File: src/rtl/ahb_lite_mst_ctrl.sv
// Purpose: single-master AHB-lite initiator, valid/ready commands -> pipelined SINGLE transfers.
// Latency: accept at edge N -> NONSEQ in N+1, data phase N+2, rsp_vld N+3; +1 cycle per wait state.
// Backpressure: cmd_rdy low while the address phase stalls, during ERROR retry, and for a
//   misaligned command until the pipe is empty; responses are never back-pressured.
// Ports: pll_core_cpuclk/pad_cpu_rst_b clock and async active-low reset; cmd_* command stream;
//   rsp_* one-cycle in-order response pulse; mst_yy_* AHB-lite master outputs; mmc_mst_* slave returns.
module ahb_lite_mst_ctrl #(
  parameter int ADDR_WIDTH = 32
) (
  input  logic                  pll_core_cpuclk,
  input  logic                  pad_cpu_rst_b,
  input  logic                  cmd_vld,
  output logic                  cmd_rdy,
  input  logic [ADDR_WIDTH-1:0] cmd_addr,
  input  logic [2:0]            cmd_size,
  input  logic                  cmd_write,
  input  logic [31:0]           cmd_wdata,
  output logic                  rsp_vld,
  output logic [31:0]           rsp_rdata,
  output logic                  rsp_err,
  output logic [ADDR_WIDTH-1:0] mst_yy_haddr,
  output logic [1:0]            mst_yy_htrans,
  output logic [2:0]            mst_yy_hsize,
  output logic                  mst_yy_hwrite,
  output logic [31:0]           mst_yy_hwdata,
  input  logic [31:0]           mmc_mst_hrdata,
  input  logic                  mmc_mst_hready,
  input  logic [1:0]            mmc_mst_hresp
);

  localparam logic [1:0] HTRANS_IDLE   = 2'b00;
  localparam logic [1:0] HTRANS_NONSEQ = 2'b10;

  // address-phase register
  logic                  ap_vld_q, ap_vld_d;
  logic [ADDR_WIDTH-1:0] ap_addr_q, ap_addr_d;
  logic [2:0]            ap_size_q, ap_size_d;
  logic                  ap_write_q, ap_write_d;
  logic [31:0]           ap_wdata_q, ap_wdata_d;
  // set between ERROR cycle 1 and 2: the retained AP command is masked to IDLE
  logic                  retry_q, retry_d;
  // data-phase register
  logic                  dp_vld_q, dp_vld_d;
  logic                  dp_write_q, dp_write_d;
  logic [31:0]           dp_wdata_q, dp_wdata_d;
  // response register
  logic                  rsp_vld_q, rsp_vld_d;
  logic                  rsp_err_q, rsp_err_d;
  logic [31:0]           rsp_rdata_q, rsp_rdata_d;

  logic err1;
  logic cmd_mis;
  logic cmd_acc;
  logic ap_adv;
  logic dp_done;
  logic hresp_unused;

  assign hresp_unused = mmc_mst_hresp[1];

  assign err1    = dp_vld_q && mmc_mst_hresp[0] && !mmc_mst_hready;
  assign cmd_mis = (cmd_size > 3'd2)
                || ((cmd_size == 3'd1) && cmd_addr[0])
                || ((cmd_size == 3'd2) && (cmd_addr[1:0] != 2'b00));

  // A misaligned command never reaches the bus; holding it until AP and DP are
  // empty is what keeps its local error response in command order.
  assign cmd_rdy = cmd_mis ? (!retry_q && !ap_vld_q && !dp_vld_q)
                           : (!retry_q && (!ap_vld_q || (mmc_mst_hready && !err1)));

  assign cmd_acc = cmd_vld && cmd_rdy;
  assign ap_adv  = ap_vld_q && !retry_q && mmc_mst_hready;
  assign dp_done = dp_vld_q && mmc_mst_hready;

  always_comb begin
    ap_vld_d   = ap_vld_q;
    ap_addr_d  = ap_addr_q;
    ap_size_d  = ap_size_q;
    ap_write_d = ap_write_q;
    ap_wdata_d = ap_wdata_q;
    retry_d    = retry_q;
    if (ap_adv) begin
      ap_vld_d = 1'b0;
    end
    if (cmd_acc && !cmd_mis) begin
      ap_vld_d   = 1'b1;
      ap_addr_d  = cmd_addr;
      ap_size_d  = cmd_size;
      ap_write_d = cmd_write;
      ap_wdata_d = cmd_wdata;
    end
    // ERROR cycle 1 with a command waiting: drop it to IDLE for cycle 2,
    // then re-drive it once the second ERROR cycle has completed.
    if (err1 && ap_vld_q) begin
      retry_d = 1'b1;
    end else if (retry_q && mmc_mst_hready) begin
      retry_d = 1'b0;
    end
  end

  always_comb begin
    dp_vld_d   = dp_vld_q;
    dp_write_d = dp_write_q;
    dp_wdata_d = dp_wdata_q;
    if (mmc_mst_hready) begin
      dp_vld_d = ap_adv;
      if (ap_adv) begin
        dp_write_d = ap_write_q;
        dp_wdata_d = ap_wdata_q;
      end
    end
  end

  always_comb begin
    rsp_vld_d   = 1'b0;
    rsp_err_d   = 1'b0;
    rsp_rdata_d = 32'h0;
    if (dp_done) begin
      rsp_vld_d = 1'b1;
      rsp_err_d = mmc_mst_hresp[0];
      if (!dp_write_q && !mmc_mst_hresp[0]) begin
        rsp_rdata_d = mmc_mst_hrdata;
      end
    end else if (cmd_acc && cmd_mis) begin
      rsp_vld_d = 1'b1;
      rsp_err_d = 1'b1;
    end
  end

  always_ff @(posedge pll_core_cpuclk or negedge pad_cpu_rst_b) begin
    if (!pad_cpu_rst_b) begin
      ap_vld_q    <= 1'b0;
      ap_addr_q   <= '0;
      ap_size_q   <= 3'd0;
      ap_write_q  <= 1'b0;
      ap_wdata_q  <= 32'h0;
      retry_q     <= 1'b0;
      dp_vld_q    <= 1'b0;
      dp_write_q  <= 1'b0;
      dp_wdata_q  <= 32'h0;
      rsp_vld_q   <= 1'b0;
      rsp_err_q   <= 1'b0;
      rsp_rdata_q <= 32'h0;
    end else begin
      ap_vld_q    <= ap_vld_d;
      ap_addr_q   <= ap_addr_d;
      ap_size_q   <= ap_size_d;
      ap_write_q  <= ap_write_d;
      ap_wdata_q  <= ap_wdata_d;
      retry_q     <= retry_d;
      dp_vld_q    <= dp_vld_d;
      dp_write_q  <= dp_write_d;
      dp_wdata_q  <= dp_wdata_d;
      rsp_vld_q   <= rsp_vld_d;
      rsp_err_q   <= rsp_err_d;
      rsp_rdata_q <= rsp_rdata_d;
    end
  end

  assign mst_yy_htrans = (ap_vld_q && !retry_q) ? HTRANS_NONSEQ : HTRANS_IDLE;
  assign mst_yy_haddr  = ap_addr_q;
  assign mst_yy_hsize  = ap_size_q;
  assign mst_yy_hwrite = ap_write_q;
  assign mst_yy_hwdata = dp_wdata_q;
  assign rsp_vld       = rsp_vld_q;
  assign rsp_err       = rsp_err_q;
  assign rsp_rdata     = rsp_rdata_q;

endmodule

File: config.mk
export PLATFORM = sky130hd
export DESIGN_NAME = ahb_lite_mst_ctrl
export DESIGN_NICKNAME = d
export VERILOG_FILES = /design/src/rtl/ahb_lite_mst_ctrl.sv
export SDC_FILE = /design/constraint.sdc
export NUM_CORES = 1
export LEC_CHECK = 0
export CORE_ASPECT_RATIO = 1.4
export CORE_UTILIZATION = 30
export DETAILED_ROUTE_END_ITERATION = 6
export HOLD_SLACK_MARGIN = 0.03
export MAX_ROUTING_LAYER = met4
export SYNTH_ARGS = -nofsm -noshare
export SYNTH_HDL_FRONTEND = slang
export SYNTH_SLANG_ARGS = --single-unit
File: constraint.sdc
create_clock -name pll_core_cpuclk -period 1.9 [get_ports pll_core_cpuclk]
set_clock_uncertainty 0.15 [all_clocks]
set_input_delay 0.19 -clock pll_core_cpuclk [delete_from_list [all_inputs] [get_ports pll_core_cpuclk]]
set_output_delay 0.19 -clock pll_core_cpuclk [all_outputs]
set_load 0.1 [all_outputs]
### After elaboration in Yosys (flattened, before gate mapping)

Cells that the tools add are included.

| storage, ports and cells | value |
|---|---|
| register bits | 138 |
| output and inout bits | 105 |

| operators by class | value |
|---|---|
| reduce and logical (&&, ||, !) cells | 32 |
| $lt $le $gt $ge | 1 |
| mux-type cells | 11 |
| equality and inequality tests | 2 |

Operators with widths:

| kind | count |
|---|---|
| two-way mux 32 bit | 2 |
| logical AND 1 bit | 17 |
| zero test 1 bit | 8 |
| two-way mux 1 bit | 8 |
| nonzero test 2 bit | 3 |
| equality test 3 x 1 -> 1 bit, second input constant | 1 |
| equality test 3 x 2 -> 1 bit, second input constant | 1 |
| greater-than comparator 3 x 2 -> 1 bit, second input constant | 1 |
| logical OR 1 bit | 3 |
| two-way mux 2 bit | 1 |
| AND reduction 2 bit | 1 |

### Logic depth before layout (Yosys ltp)

Gate-level depths: netlist of run 1.

| depth | value |
|---|---|
| word-level depth | 11 |
| mapped depth | 5 |
| depth with buffers taken out | 3 |

### Least setup slack after synthesis of run 1

No wires, ideal clock.

| path | value |
|---|---|
| path type | input -> output |
| start | in cmd_size[2] |
| end | out cmd_rdy |
| slack | -1.409 ns |
| stages on the path | 3 |
| arrival time | 2.969 ns |
| data required time | 1.560 ns |
| cells stage by stage | nor4_2 -> nor3_1 -> o32ai_1 |

| on the way | value |
|---|---|
| cells in the longest elaborated chain, start to end | 5 |

Ends and longest elaborated chain:

| item | RTL line | text |
|---|---|---|
| start, declared | 15 | `input logic [2:0] cmd_size,` |
| parallel branches: the longest is 3 deep, another holds greater-than comparator 3 x 2 -> 1 bit | - |  |
| logical OR 1 bit * | 63 | `\|\| ((cmd_size == 3'd2) && (cmd_addr[1:0] != 2'b00));` |
| two-way mux 1 bit * | 67 | `assign cmd_rdy = cmd_mis ? (!retry_q && !ap_vld_q && !dp_vld_q)` |
| end, declared | 13 | `output logic cmd_rdy,` |

Mark *: on every way between the ends.

### Worst setup path after layout of run 1

| path | value |
|---|---|
| start | reg retry_q |
| end | out cmd_rdy |

| on the way | value |
|---|---|
| cells in the longest elaborated chain, start to end | 4 |

Ends and longest elaborated chain:

| item | RTL line | text |
|---|---|---|
| start, declared | 41 | `logic retry_q, retry_d;` |
| start signal, assigned | 149 | `retry_q <= retry_d;` |
| zero test 1 bit * | 67, 68 |  |
| logical AND 1 bit (2 in series) | 67 |  |
| two-way mux 1 bit * | 67 |  |

Mark *: on every way between the ends. The rest lies on a longest branch, timed or not.

==> out/results.txt, run 1 <==
GRT met1 Usage: 0.163
H-tree Lvls: 4
CTS root buffer: clkbuf_16
post-synthesis instance area: 5090 sq um
DRC: 11
GR Util met2: 0.256
crit end category: primary output
GPL Wtd Cong: 0.733
Fillers: 1488
first-pass GRT wire length: 19.4 mm
Via Count: 3347
post-synthesis xor/xnor area fraction: 0
Fmax achieved: 0.551 GHz
die height: 156 microns
Switch Pwr: 6.53 mW
final setup violation count: 0
drt total wl: 12.0 mm
die area: 17500 sq um
Clk pwr share: 0.234
Seq cells post-synth: 138
Synth cell types: 24
R2R setup slack: 0.11 ns
end of the worst register-to-register path: ap_wdata_q[7]
most common cell after layout, fill and taps aside: dfrtp_1
outcome: finished with violations
Rows: 56
Slowest-stage cell, CP: dfrtp_1
share of layout cells above drive strength 1: 0.478
Final Cell Area: 8030 sq um
TritonCTS clock tree: built
Detailed Place HPWL: 8.83 mm
sequential area share after synthesis: 0.678
Sequential Power Share: 0.294
initial core utilization: 0.306
mux share of post-synthesis cell area: 0.235
Detail Route Antenna Nets: 0
Critical Path Max Stage Delay: 0.39 ns
# nets final: 652
Ports: 211
crit path DAT: 1.48 ns
Logic pwr share: 0.472
post-synthesis simple-gate area fraction: 0.0557
Worst-Skew Late Latency: 0.41 ns
CTS Buf Count: 17
R2R cell count: 5
clock tree sinks: 138
Synth Warn #: 0
CP Cell Sequence: buf_4 > nand2b_4 > o32ai_4 > buf_12
Worst Path Required: 1.56 ns
synthesis-to-finish area growth: 57.7%
largest net degree at the start of global routing: 47
Setup CP Type: reg -> out
P_int: 7.41 mW
vias in the first global route: 3769
nature of the critical path startpoint: register
crit path from: retry_q
antenna diode count: 0
Initial DRC Count: 133
Tot Pwr: 13.9 mW
HP Class: in -> reg
crit path max fanout: 5
met3 Use GR: 0.0400
Post-DP Area: 7410 sq um
Final Hold Fails: 0
final critical-path required period: 1.82 ns
Routed wire per std cell: 15.8 microns
fin crit share: 0.956
Port Buf Inserts: 208
CP Capture Point: cmd_rdy
leak pwr: 3.79 nW
Longest Clk Path Bufs: 2
failing checks: DRC
Overflow after GRT: 0
initial antenna violation count: 0
switching share of total power: 0.468
PD cells: 1740 nW/um^2
Synth Instances: 311
Slew Limit Fails: 0
commonest cells after routing, fill and taps aside: dfrtp_1, buf_4, clkdlybuf4s50_1, mux2_2, and2_1
post-synthesis compound-gate area fraction: 0.0128
busiest layer in global routing: met2
Peak supply drop: 863 uV
Synth Area in Adders: 0
Horiz. Die Dim: 112 microns
Vias/cell: 4.40
largest family of logic cells by synthesized area: multiplexers
CORE AREA: 16700 sq um
Avg Inst Size Synth: 16.4 sq um
clk slew on worst S/H paths: 0.06 ns
First-pass DRT Iterations: 7
max cap viols: 0
RR Startpoint: ap_vld_q
Syn Nets: 417
unrepaired setup endpoints after global routing: no
GRT Util Overall: 0.150
flip-flops by register name, indices dropped and copies added (netlist names):
signal / count
ap_vld_q: 1
ap_wdata_q: 32
dp_vld_q: 1
dp_write_q: 1
mst_yy_haddr: 32
mst_yy_hsize: 3
mst_yy_hwdata: 32
mst_yy_hwrite: 1
retry_q: 1
rsp_err: 1
rsp_rdata: 32
rsp_vld: 1
metrics by stage:
step / setup TNS (ns) / hold slack [ns] / worst slack [ns] / util / cells
2_1_floorplan: 0 / -0.256 / 0.0122 / - / 311
3_3_place_gp: -14.96 / 0.00509 / -0.277 / 0.444 / 728
3_5_place_dp: -14.68 / 0.0177 / -0.278 / 0.444 / 728
4_1_cts: 0 / 0.0327 / 0.00859 / 0.482 / 761
5_1_grt: 0 / 0.0308 / 0.00477 / 0.482 / 760
6_report: 0 / 0.0511 / 0.0840 / 0.482 / 760
worst max-delay path: cells and delay by family, from the launching register on:
kind	cells	cell delay, ns
AOI/OAI and AO/OA	1	0.15
and+or+nand+nor	1	0.15
DFF	1	0.39
buffers and inverters	2	0.39
metal layers:
metal	vias up	wire length [microns]
li1	1535	-
met1	1661	4630
met2	141	6430
met3	10	781
met4	0	163
met5	-	0
synthesized netlist by cell type:
master,n,share of area
o221ai_2,1,0.0029
conb_1,1,0.00074
nor2b_1,2,0.0025
a211oi_1,1,0.0015
o41ai_1,2,0.0034
or2_2,1,0.0012
mux2_4,19,0.056
buf_6,2,0.0044
clkbuf_1,7,0.0052
nand2_1,3,0.0022
inv_1,2,0.0015
nand2b_1,2,0.0025
mux2_2,81,0.18
buf_2,4,0.0039
buf_4,2,0.0029
nor4_2,1,0.0025
dfrtp_1,138,0.68
o32ai_1,1,0.0017
nand3_1,1,0.00098
a31oi_1,1,0.0012
o21ai_0,2,0.0020
and2_1,33,0.041
nor3_1,2,0.0020
nor2_1,2,0.0015
power by group through the flow:
stage	registers (mW)	clock network (mW)	logic (mW)
4_1_cts	4.11	3.37	6.64
3_5_place_dp	4.16	0	6.63
3_3_place_gp	4.12	0	6.59
6_report	4.10	3.26	6.58
5_1_grt	4.21	3.51	6.76
2_1_floorplan	8.26	0	0.893
area by class of cell:
cell class / count / area [sq um] / area share
Sequential cell: 138 / 3460 / 0.430
Timing Repair Buffer: 231 / 2110 / 0.262
Multi-Input combinational cell: 156 / 1620 / 0.201
Clock buffer: 24 / 502 / 0.0625
Tap cell: 203 / 254 / 0.0316
Clock inverter: 6 / 87.6 / 0.0109
Inverter: 2 / 7.51 / 0.000935
worst min-delay path by stage:
stage / start / endpoint / slack [ns] / cells past startpoint
after detailed placement: pad_cpu_rst_b / mst_yy_haddr[3] / 0.02 / 1
final: cmd_size[1] / mst_yy_hsize[1] / 0.05 / 2
after global routing: cmd_size[1] / mst_yy_hsize[1] / 0.03 / 2
after CTS: cmd_size[1] / mst_yy_hsize[1] / 0.03 / 2
after global placement: pad_cpu_rst_b / mst_yy_haddr[3] / 0.005 / 1
after floorplan: pad_cpu_rst_b / ap_vld_q / -0.26 / 0
logic make-up after synthesis:
group           Yosys count
flops                   138
mux                     100
buf+inv                  17
compound gates            8
simple gates             47
other cells               1
timing repair:
action | in CTS | in global routing
gates resized for setup | 9 | 1
hold buffers | 2 | 0
buffers inserted | 2 | 0
pin swaps | 3 | 1
hold endpoints to repair | 128 | 0
endpoints found under the setup margin | 1 | 1
Note: power is estimated with default switching activity, not from simulation.
==> run 2: changes to the inputs <==
--- a/config.mk
+++ b/config.mk
@@ -5,11 +5,14 @@
 export SDC_FILE = /design/constraint.sdc
 export NUM_CORES = 1
 export LEC_CHECK = 0
+export CELL_PAD_IN_SITES_DETAIL_PLACEMENT = 1
+export CELL_PAD_IN_SITES_GLOBAL_PLACEMENT = 1
 export CORE_ASPECT_RATIO = 1.4
-export CORE_UTILIZATION = 30
+export CORE_UTILIZATION = 25
 export DETAILED_ROUTE_END_ITERATION = 6
 export HOLD_SLACK_MARGIN = 0.03
 export MAX_ROUTING_LAYER = met4
+export PLACE_DENSITY_LB_ADDON = 0.1
 export SYNTH_ARGS = -nofsm -noshare
 export SYNTH_HDL_FRONTEND = slang
 export SYNTH_SLANG_ARGS = --single-unit
==> out/results.txt, run 2 (synthesized netlist as in run 1, its figures left out) <==
Longest Clk Path Bufs: 2
drt total wl: 13.3 mm
final setup violation count: 0
final critical-path required period: 1.81 ns
most common cell after layout, fill and taps aside: dfrtp_1
max cap viols: 0
Worst-Skew Late Latency: 0.41 ns
R2R cell count: 4
outcome: finished, final reports clean
setup ws final: 0.0947 ns
Port Buf Inserts: 208
busiest layer in global routing: met2
largest net degree at the start of global routing: 52
HP Class: in -> reg
end of the worst register-to-register path: mst_yy_haddr[16]
initial antenna violation count: 0
Slew Limit Fails: 0
Detailed Place HPWL: 10.0 mm
Worst-Margin Slew: 0.539 ns
share of layout cells above drive strength 1: 0.488
die height: 171 microns
hold_sp: cmd_addr[0]
Fmax achieved: 0.554 GHz
RR Startpoint: ap_vld_q
Horiz. Die Dim: 123 microns
nature of the critical path startpoint: register
TritonCTS clock tree: built
Initial DRC Count: 92
Worst Path Required: 1.56 ns
P_int: 7.50 mW
Detail Route Antenna Nets: 0
crit path DAT: 1.47 ns
Setup CP Type: reg -> out
CTS root buffer: clkbuf_16
Rows: 61
crit path max fanout: 5
GRT met1 Usage: 0.158
DRC: 0
# nets final: 658
switching share of total power: 0.469
CORE AREA: 19900 sq um
PD cells: 1720 nW/um^2
R2R setup slack: 0.15 ns
synthesis-to-finish area growth: 61.0%
crit end category: primary output
H-tree Lvls: 4
fin crit share: 0.950
clock tree sinks: 138
Ports: 211
leak pwr: 3.86 nW
initial core utilization: 0.256
die area: 21000 sq um
clk slew on worst S/H paths: 0.06 ns
first-pass GRT wire length: 21.3 mm
GPL Wtd Cong: 0.688
First-pass DRT Iterations: 3
Switch Pwr: 6.63 mW
GR Util met2: 0.230
Post-Place Worst Slack: -0.295 ns
antenna diode count: 0
unrepaired setup endpoints after global routing: no
Clk pwr share: 0.240
Via Count: 3414
commonest cells after routing, fill and taps aside: dfrtp_1, buf_4, clkdlybuf4s50_1, mux2_2, and2_1
Hold Path Cell Cnt: 2
Overflow after GRT: 0
Routed wire per std cell: 16.3 microns
Final Hold Fails: 0
met3 Use GR: 0.0497
CTS Buf Count: 17
Sequential Power Share: 0.292
end of the worst hold path: mst_yy_haddr[0]
Slew HR: 0.641
Logic pwr share: 0.468
GRT Util Overall: 0.141
vias in the first global route: 3967
Peak supply drop: 571 uV
Fin Hold WS: 0.100 ns
Vias/cell: 4.18
## run 2: cell types whose count changed in the layout (fill, tap and decap cells not counted), moves of 2 or more
cell / previous run / this run
buf_12: 9 / 11
buf_4: 116 / 119
clkinv_4: 0 / 2
clkbuf_8: 5 / 3
## run 2: worst max-delay path, stage by stage (launching register included)
cell and delay (ns):
dfrtp_1 0.38, buf_4 0.17, nand2b_4 0.15, o32ai_4 0.14, buf_12 0.21
## run 2: power groups by stage
| stage | clock, mW | combinational, mW | sequential [mW] |
|---|---|---|---|
| 2_1_floorplan | 0 | 0.893 | 8.26 |
| 3_3_place_gp | 0 | 6.62 | 4.14 |
| 3_5_place_dp | 0 | 6.67 | 4.18 |
| 4_1_cts | 3.52 | 6.68 | 4.13 |
| 5_1_grt | 3.65 | 6.82 | 4.24 |
| 6_report | 3.40 | 6.61 | 4.12 |
## run 2: how the worst max path moves through the flow
stage / startpoint / endpoint / slack [ns] / depth (start not counted)
6_report: retry_q / cmd_rdy / 0.09 / 4
5_1_grt: retry_q / cmd_rdy / 0.02 / 4
4_1_cts: cmd_size[1] / cmd_rdy / 0.02 / 6
3_5_place_dp: cmd_addr[0] / ap_wdata_q[28] / -0.30 / 7
3_3_place_gp: cmd_addr[0] / mst_yy_haddr[9] / -0.27 / 7
2_1_floorplan: retry_q / mst_yy_hwdata[10] / 0.01 / 4
## run 2: what timing repair did
item / 4_1_cts / 5_1_grt
gates resized for setup: 11 / 1
pin swaps: 3 / 2
hold buffers: 2 / 1
setup endpoints to repair: 1 / 1
setup buffers: 3 / 0
endpoints found under the hold margin: 117 / 1
## run 2: per-layer routing
metal,vias up,routed length (microns)
li1,1543,-
met5,-,0
met1,1730,5230
met3,10,951
met2,131,6990
met4,0,161
## run 2: cell type report
cell class	instances	area (sq um)
clock buffer	21	470
clock inverter	10	141
fill	2049	11700
inverter	2	7.51
multi-input combinational	156	1630
sequential	138	3460
tap	252	315
timing repair buffer	237	2180
## run 2: per-stage QoR
| stage | instances | cell area (sq um) | TNS [ns] | util | total power [mW] |
|---|---|---|---|---|---|
| floorplan | 311 | 5140 | 0 | - | 9.15 |
| global placement | 780 | 7520 | -16.82 | 0.377 | 10.8 |
| detailed placement | 780 | 7520 | -17.80 | 0.377 | 10.8 |
| CTS | 816 | 8200 | 0 | 0.411 | 14.3 |
| global route | 816 | 8200 | 0 | 0.412 | 14.7 |
| finish | 816 | 8200 | 0 | 0.412 | 14.1 |
